$ cat config.mk
export PLATFORM = sky130hd
export DESIGN_NAME = ifetch_queue
export DESIGN_NICKNAME = d
export VERILOG_FILES = /design/src/rtl/cpu_pkg.sv /design/src/rtl/ifq_fifo.sv /design/src/rtl/ifetch_queue.sv
export SDC_FILE = /design/constraint.sdc
export NUM_CORES = 1
export LEC_CHECK = 0
export ABC_AREA = 1
export ABC_CLOCK_PERIOD_IN_PS = 4070
export BUFFER_PORTS_ARGS = -buffer_cell sky130_fd_sc_hd__buf_2
export CAP_MARGIN = 20
export CORE_MARGIN = 4
export CORE_UTILIZATION = 53
export DETAILED_ROUTE_END_ITERATION = 8
export PLACE_DENSITY = 0.77
export SLEW_MARGIN = 5
export SYNTH_ARGS = -nofsm -noshare
export SYNTH_HDL_FRONTEND = slang
export SYNTH_SLANG_ARGS = --single-unit
$ cat constraint.sdc
create_clock -name clk -period 4.07 [get_ports clk]
set_clock_uncertainty 0.05 [all_clocks]
set_input_delay 0.407 -clock clk [delete_from_list [all_inputs] [get_ports clk]]
set_output_delay 0.407 -clock clk [all_outputs]
set_load 0.01 [all_outputs]
$ cat src/rtl/cpu_pkg.sv
// Shared CPU types for the instruction prefetch queue.
// Optional build macro: IFQ_BYPASS_EN (zero-latency empty-queue bypass).
package cpu_pkg;

  localparam int IFQ_PC_STEP = 4;

  typedef struct packed {
    logic [31:0] pc;
    logic [31:0] inst;
  } ifq_entry_t;

  typedef enum logic [0:0] {
    IFQ_FETCH = 1'b0,
    IFQ_DRAIN = 1'b1
  } ifq_state_t;

endpackage

$ cat src/rtl/ifq_fifo.sv
// Generic ring buffer for prefetched {pc, inst} entries.
// Flush has priority over push and pop.
module ifq_fifo
  import cpu_pkg::*;
#(
  parameter int  DEPTH = 4,
  parameter type T     = ifq_entry_t
) (
  input  logic                     clk,
  input  logic                     rst,
  input  logic                     push,
  input  logic                     pop,
  input  logic                     flush,
  input  T                         wdata,
  output T                         rdata,
  output logic [$clog2(DEPTH):0]   count
);

  localparam int PW = $clog2(DEPTH);
  localparam int CW = PW + 1;

  T              mem [DEPTH];
  logic [PW-1:0] rd_ptr;
  logic [PW-1:0] wr_ptr;

  always_ff @(posedge clk or posedge rst) begin
    if (rst) begin
      rd_ptr <= '0;
      wr_ptr <= '0;
      count  <= '0;
    end else if (flush) begin
      rd_ptr <= '0;
      wr_ptr <= '0;
      count  <= '0;
    end else begin
      if (push) wr_ptr <= wr_ptr + PW'(1);
      if (pop)  rd_ptr <= rd_ptr + PW'(1);
      unique case ({push, pop})
        2'b10:   count <= count + CW'(1);
        2'b01:   count <= count - CW'(1);
        default: count <= count;
      endcase
    end
  end

  // Storage needs no reset; count gates visibility.
  always_ff @(posedge clk) begin
    if (push && !flush) mem[wr_ptr] <= wdata;
  end

  assign rdata = mem[rd_ptr];

endmodule

$ cat src/rtl/ifetch_queue.sv
// Instruction prefetch queue: sequential fetch, DEPTH-entry buffer, redirect drain.
// Optional build macro: IFQ_BYPASS_EN (empty-queue completion shown same cycle).
module ifetch_queue
  import cpu_pkg::*;
#(
  parameter int                    ADDR_WIDTH = 32,
  parameter int                    INST_WIDTH = 32,
  parameter int                    DEPTH      = 4,
  parameter logic [ADDR_WIDTH-1:0] RESET_PC   = '0
) (
  input  logic                     clk,
  input  logic                     rst,
  output logic                     ic_req,
  output logic [ADDR_WIDTH-1:0]    ic_addr,
  input  logic                     ic_wait,
  input  logic [INST_WIDTH-1:0]    ic_rdata,
  input  logic                     redirect_i,
  input  logic [ADDR_WIDTH-1:0]    redirect_pc_i,
  output logic                     id_valid_o,
  output logic [ADDR_WIDTH-1:0]    id_pc_o,
  output logic [INST_WIDTH-1:0]    id_inst_o,
  input  logic                     id_ready_i,
  output logic [$clog2(DEPTH):0]   q_count_o
);

  localparam int CW = $clog2(DEPTH) + 1;
  localparam logic [CW-1:0] FULL = CW'(DEPTH);

  typedef struct packed {
    logic [ADDR_WIDTH-1:0] pc;
    logic [INST_WIDTH-1:0] inst;
  } entry_t;

  ifq_state_t            state;
  logic [ADDR_WIDTH-1:0] fetch_pc;
  logic [ADDR_WIDTH-1:0] drain_addr;
  logic                  pend;
  logic [CW-1:0]         count;
  entry_t                head;
  entry_t                wentry;
  logic                  empty;
  logic                  done;
  logic                  fetch_done;
  logic                  drain_go;
  logic                  byp;
  logic                  push;
  logic                  pop;

  assign empty = (count == '0);

  // A mid-wait request keeps ic_req high even through a redirect.
  always_comb begin
    ic_req = 1'b0;
    if (rst)
      ic_req = 1'b0;
    else if (state == IFQ_DRAIN)
      ic_req = 1'b1;
    else
      ic_req = pend | ((count != FULL) & ~redirect_i);
  end

  assign ic_addr    = (state == IFQ_DRAIN) ? drain_addr : fetch_pc;
  assign done       = ic_req & ~ic_wait;
  assign fetch_done = done & (state == IFQ_FETCH) & ~redirect_i;
  assign drain_go   = (state == IFQ_FETCH) & redirect_i & pend & ic_wait;

`ifdef IFQ_BYPASS_EN
  assign byp = fetch_done & empty;
`else
  assign byp = 1'b0;
`endif

  assign pop  = ~empty & id_ready_i & ~redirect_i;
  assign push = fetch_done & ~(byp & id_ready_i);

  assign wentry.pc   = fetch_pc;
  assign wentry.inst = ic_rdata;

  always_comb begin
    id_valid_o = 1'b0;
    id_pc_o    = '0;
    id_inst_o  = '0;
    if (!empty) begin
      id_valid_o = 1'b1;
      id_pc_o    = head.pc;
      id_inst_o  = head.inst;
    end else if (byp) begin
      id_valid_o = 1'b1;
      id_pc_o    = fetch_pc;
      id_inst_o  = ic_rdata;
    end
  end

  assign q_count_o = count;

  always_ff @(posedge clk or posedge rst) begin
    if (rst) begin
      state      <= IFQ_FETCH;
      fetch_pc   <= RESET_PC;
      drain_addr <= RESET_PC;
      pend       <= 1'b0;
    end else begin
      pend <= ic_req & ic_wait;
      if (redirect_i)
        fetch_pc <= redirect_pc_i;
      else if (fetch_done)
        fetch_pc <= fetch_pc + ADDR_WIDTH'(IFQ_PC_STEP);
      if (drain_go) begin
        state      <= IFQ_DRAIN;
        drain_addr <= fetch_pc;
      end else if (state == IFQ_DRAIN && !ic_wait) begin
        state <= IFQ_FETCH;
      end
    end
  end

  ifq_fifo #(
    .DEPTH (DEPTH),
    .T     (entry_t)
  ) u_fifo (
    .clk   (clk),
    .rst   (rst),
    .push  (push),
    .pop   (pop),
    .flush (redirect_i),
    .wdata (wentry),
    .rdata (head),
    .count (count)
  );

endmodule

* Word level (Yosys, flattened, before mapping)
Memory sizes are Yosys's and may differ from the RTL's.
Index checks and enable logic that the tools add are counted.
** Operators by class
- $add $sub $neg :: 5
- Eq/ne operators :: 3
- Multiplexer cells :: 18
- Bitwise operators :: 15
- Reductions and logical operators :: 9
** Operators by type and width (count)
- $mux 32 :: 5
- $add 32x3->32 const B :: 1
- $and 1x1->1 :: 10
- $mux 2 :: 4
- $mux 1 :: 7
- $pmux 3 s2 :: 1
- $reduce_bool 2->1 :: 3
- $add 2x1->2 const B :: 2
- $not 1->1 :: 4
- $add 3x1->3 const B :: 1
- $logic_not 3->1 :: 1
- $mux 3 :: 1
- $ne 3x3->1 const B :: 1
- $reduce_bool 3->1 :: 1
- $sub 3x1->3 const B :: 1
- $eq 2x1->1 const B :: 1
- $eq 2x2->1 const B :: 1
- $logic_and 1x1->1 :: 2
- $logic_not 1->1 :: 2
- $or 1x1->1 :: 1
** Storage, ports and cells
- Flip-flop bits (word level) :: 73
- RAM bits :: 256
- Memories :: 1
- Output and inout bits :: 101
** Memory list
- u_fifo.mem :: depth 4, bits a word 64, rd ports 1, clocked after memory_dff 0, write ports 1, line ifq_fifo.sv:22 : T mem [DEPTH];

* Depth between registers and ports, before layout
- Word-level depth :: 11
- Mapped depth :: 15
- Gate-level depth less buffers :: 15

* Modules after synthesis
A second synthesis with hierarchy kept.
** Second synthesis, totals
- Cell total of the unflattened synthesis :: 1373
- Area, all modules :: 14363.8 um^2
** By module, submodules not included
- ifq_fifo :: seq. area each 7862.5 um^2, area each 9933.3 um^2, cells an instance 679, instances 1
- ifetch_queue :: seq. area each 1651.6 um^2, area each 4430.5 um^2, cells an instance 694, instances 1

* Least setup slack after synthesis
OpenSTA, ideal clock, no wires.
- Path kind :: in2reg
- From :: input port rst
- To :: memory u_fifo.mem[0][0] (netlist name), enable pin
- Slack :: -1.625 ns
- Stages on the path :: 3
- Arrival time :: 5.159 ns
- Cells stage by stage :: inv_1 -> nand4_4 -> nor2_1
** On the way
- Word-level cells in the longest chain between the ends :: 7
** Ends and longest elaborated chain
- from (decl) :: line ifetch_queue.sv:12 : input logic rst,
- $mux 1 :: line ifetch_queue.sv:54 : if (rst)
- $and 1x1->1 :: line ifetch_queue.sv:63 : assign done = ic_req & ~ic_wait;
- $and 1x1->1 (2 in series) :: line ifetch_queue.sv:64 : assign fetch_done = done & (state == IFQ_FETCH) & ~redirect_i;
- $logic_and 1x1->1 :: line ifq_fifo.sv:48 : if (push && !flush) mem[wr_ptr] <= wdata;
- $mux 1 :: line ifq_fifo.sv:48
- $mux 1 (implied by the code) :: line ifq_fifo.sv:48
- to (decl) :: line ifq_fifo.sv:22
Every way passes these cells.

* Worst setup path in the final report
- From :: register u_fifo.rd_ptr[0]
- To :: output port id_pc_o[18]
** On the way
- Word-level cells in the longest chain between the ends :: 2
** Ends and longest elaborated chain
- from (decl) :: line ifq_fifo.sv:23 : logic [PW-1:0] rd_ptr;
- from (signal assigned) :: line ifq_fifo.sv:37 : if (pop) rd_ptr <= rd_ptr + PW'(1);
- $mem_v2 4x64
- $mux 32 :: line ifetch_queue.sv:83 : if (!empty) begin
- to (decl) :: line ifetch_queue.sv:20 : output logic [ADDR_WIDTH-1:0] id_pc_o,
Every way passes these cells.

==> results by group <==
Status
  • Status: finished, final reports clean

Critical path
  • Crit start category: flip-flop
  • Top Family by Delay on Critical Path: buffers and inverters
  • Required time of the critical path: 3.61 ns
  • CP Max Fanout: 74
  • R2R cell count: 6
  • Crit. End Element: primary output
  • Most used cell, CP: nor2_1
  • Crit path largest cell delay: approximately 0.85 ns
  • WP depth: 6
  • Type of the worst setup path: flip-flop to primary output
  • CP cell instances: buf_4, nor2_1, nor2_1, o21ai_0, a21oi_1, buf_2
  • CP max stage cell: dfrtp_4
  • WP data arrival: between 2 and 3 ns
  • R2R Setup Slk: 1.46 ns
  • Worst Path Buf+Inv: 2

Clock network
  • CTS tree: yes
  • Clock Latency Late Sink: around 0.52 ns
  • Clock sinks: 329
  • Root buf cell: clkbuf_16
  • H-tree levels: 2
  • Worst-path clk slew: roughly 0.060 ns
  • Total CTS buffers: 34
  • Post-cts resize count: 0
  • CTS max path bufs: 3

Hold path
  • Worst hold stages: 3
  • Worst hold path class: input port to flip-flop

Drt
  • Vias: approximately 10,000
  • Post-route DRC: 0
  • Drt initial violations: 1,089
  • Final wirelength: roughly 34,000 um
  • Vias per cell: about 5.6
  • DR WL/cell: between 15 and 20 um
  • Final antenna-violating net count: 0
  • First-pass DRT Iterations: 7

Global route
  • Vias in the first global route: about 10,000
  • GR Util All Layers: 0.231
  • Remaining global-route overflow: 0
  • Pin count of the biggest net entering global routing: 75
  • First-pass GRT wire length: around 53,000 um
  • Initial antenna violation count: 0

STA
  • Endpoints failing setup: 0
  • Worst-margin pin slew: between 0.8 and 0.9 ns
  • Post-route clock period utilization: 0.828
  • FMAX: ~300 MHz
  • Max Slew Vio Count: 0
  • PnR worst setup slack: around 0.7 ns
  • Hold slack: about 0.049 ns
  • Final Hold Viols: 0
  • RSZ-0062 raised after global routing: no
  • Post-route minimum period: 3.37 ns
  • Max_slew headroom: 0.427

Yosys
  • Synthesized Nets: approximately 1,400
  • Synth cell types: 29
  • Synthesis Warnings: 0
  • Register area share after synthesis: 0.675
  • Synth top area cells: edfxtp_1, dfrtp_1, nor2_1, o21ai_0, nand2_1
  • Yosys top cell area share: 0.546
  • Mapped Cells: 1,364
  • Syn Area/Cell: around 10 um2
  • Post-synthesis cell area: 14,100 um2
  • Yosys reg bits: roughly 330
  • Post-synth top area cell: edfxtp_1

Die
  • Die extent in y: 171 um
  • I/O pin cnt: 170
  • Die footprint: ~30,000 um2
  • Site row count: between 50 and 60
  • Core box area: 26,100 um2
  • Die width: about 170 um
  • Initial Utilization: 0.539

Placement
  • Port Buffers: ~170
  • Dpl hpwl: around 21,000 um
  • Routability Congestion: 0.997
  • Dpl ws: around 1.1 ns

Power and ir drop
  • Power density cells: 484 nW/um2
  • Leak: 6.47 nW
  • Peak supply drop: about 0.00031 V

Final layout
  • Layout net count: 1,593
  • Layout cells sized above 1: 0.169
  • P&R area growth vs syn: 16.1%
  • Number of fill cells: 2,025
  • Commonest cells after routing, fill and taps aside: nor2_1, edfxtp_1, nand2_1
  • Antenna cells: 0
  • Most common cell after layout, fill and taps aside: nor2_1

Flow run
  • Max-Cap Viols: 0
[final timing paths]
| check | from | end |
|---|---|---|
| worst max register to register | state | u_fifo.mem[2][9] |
| worst min register to register | drain_addr[8] | drain_addr[8] |
| worst max-delay path | u_fifo.rd_ptr[0] | id_pc_o[18] |
| max in group asynchronous | rst | u_fifo.rd_ptr[0] |
| worst min-delay path | redirect_pc_i[0] | fetch_pc[0] |
| min in group asynchronous | rst | drain_addr[1] |
[stage by stage]
stage	TNS (ns)	util	area, um2	cells	total power, W
after floorplan	-154.88	-	14100	1364	0.00450
after global placement	0	0.583	15200	1816	0.00483
after detailed placement	0	0.583	15200	1816	0.00487
after CTS	0	0.626	16400	1876	0.00795
after global routing	0	0.626	16400	1876	0.00821
final	0	0.626	16400	1876	0.00791
[report_power, final]
part	internal [W]	leakage, nW	switching (W)	total (W)
sequential	0.00381	3.23	0.000180	0.00399
clock	0.00185	0.543	0.00125	0.00310
combinational	0.000274	2.70	0.000548	0.000822
[area by class of cell]
class	count	area (um2)	share of cell area
flip-flops and latches	329	9520	0.582
clock inverters	17	204	0.0125
inverters	64	240	0.0147
well taps	335	419	0.0256
repair buffers	189	1010	0.0618
multi-input cells	900	4060	0.248
clock buffers	42	912	0.0557
[what timing repair did]
action,in CTS,in global routing
buffers inserted,0,0
endpoints found under the hold margin,12,0
hold buffers,1,0
[synthesized netlist by cell type, drive strengths merged]
cell,count
xor2,9
edfxtp,256
buf,39
nor2,323
o211ai,15
nand3,32
nand4,4
xnor2,2
a31oi,3
fa,1
inv,64
ha,5
a21oi,69
nand2,222
o21ai,214
clkbuf,32
dfrtp,73
o22ai,1
[routing by layer]
| metal | vias to the layer above | GRT usage | wire (um) |
|---|---|---|---|
| li1 | 4946 | - | - |
| met1 | 4984 | 0.319 | 14200 |
| met2 | 441 | 0.372 | 16100 |
| met3 | 67 | 0.0416 | 2760 |
| met4 | 0 | 0.0813 | 1010 |
| met5 | - | 0 | 0 |
[sequential cells by signal, summed over array words and instances, names as in the netlist]
signal / flops
u_fifo.wr_ptr: 2
state: 1
u_fifo.rd_ptr: 2
pend: 1
u_fifo.count: 3
u_fifo.mem: 256
drain_addr: 32
fetch_pc: 32
[cell families after synthesis]
| kind of cell | synth area share |
|---|---|
| buf+inv | 0.0390 |
| flops | 0.675 |
| xor+xnor | 0.00684 |
| simple gates | 0.162 |
| compound gates | 0.111 |
| fa+ha+maj | 0.00586 |
[worst min-delay path: stages]
cell	delay, ns
buf_2	0.08
nand2_1	0.04
o21ai_0	0.05
Power figures use the tool's default switching activity.
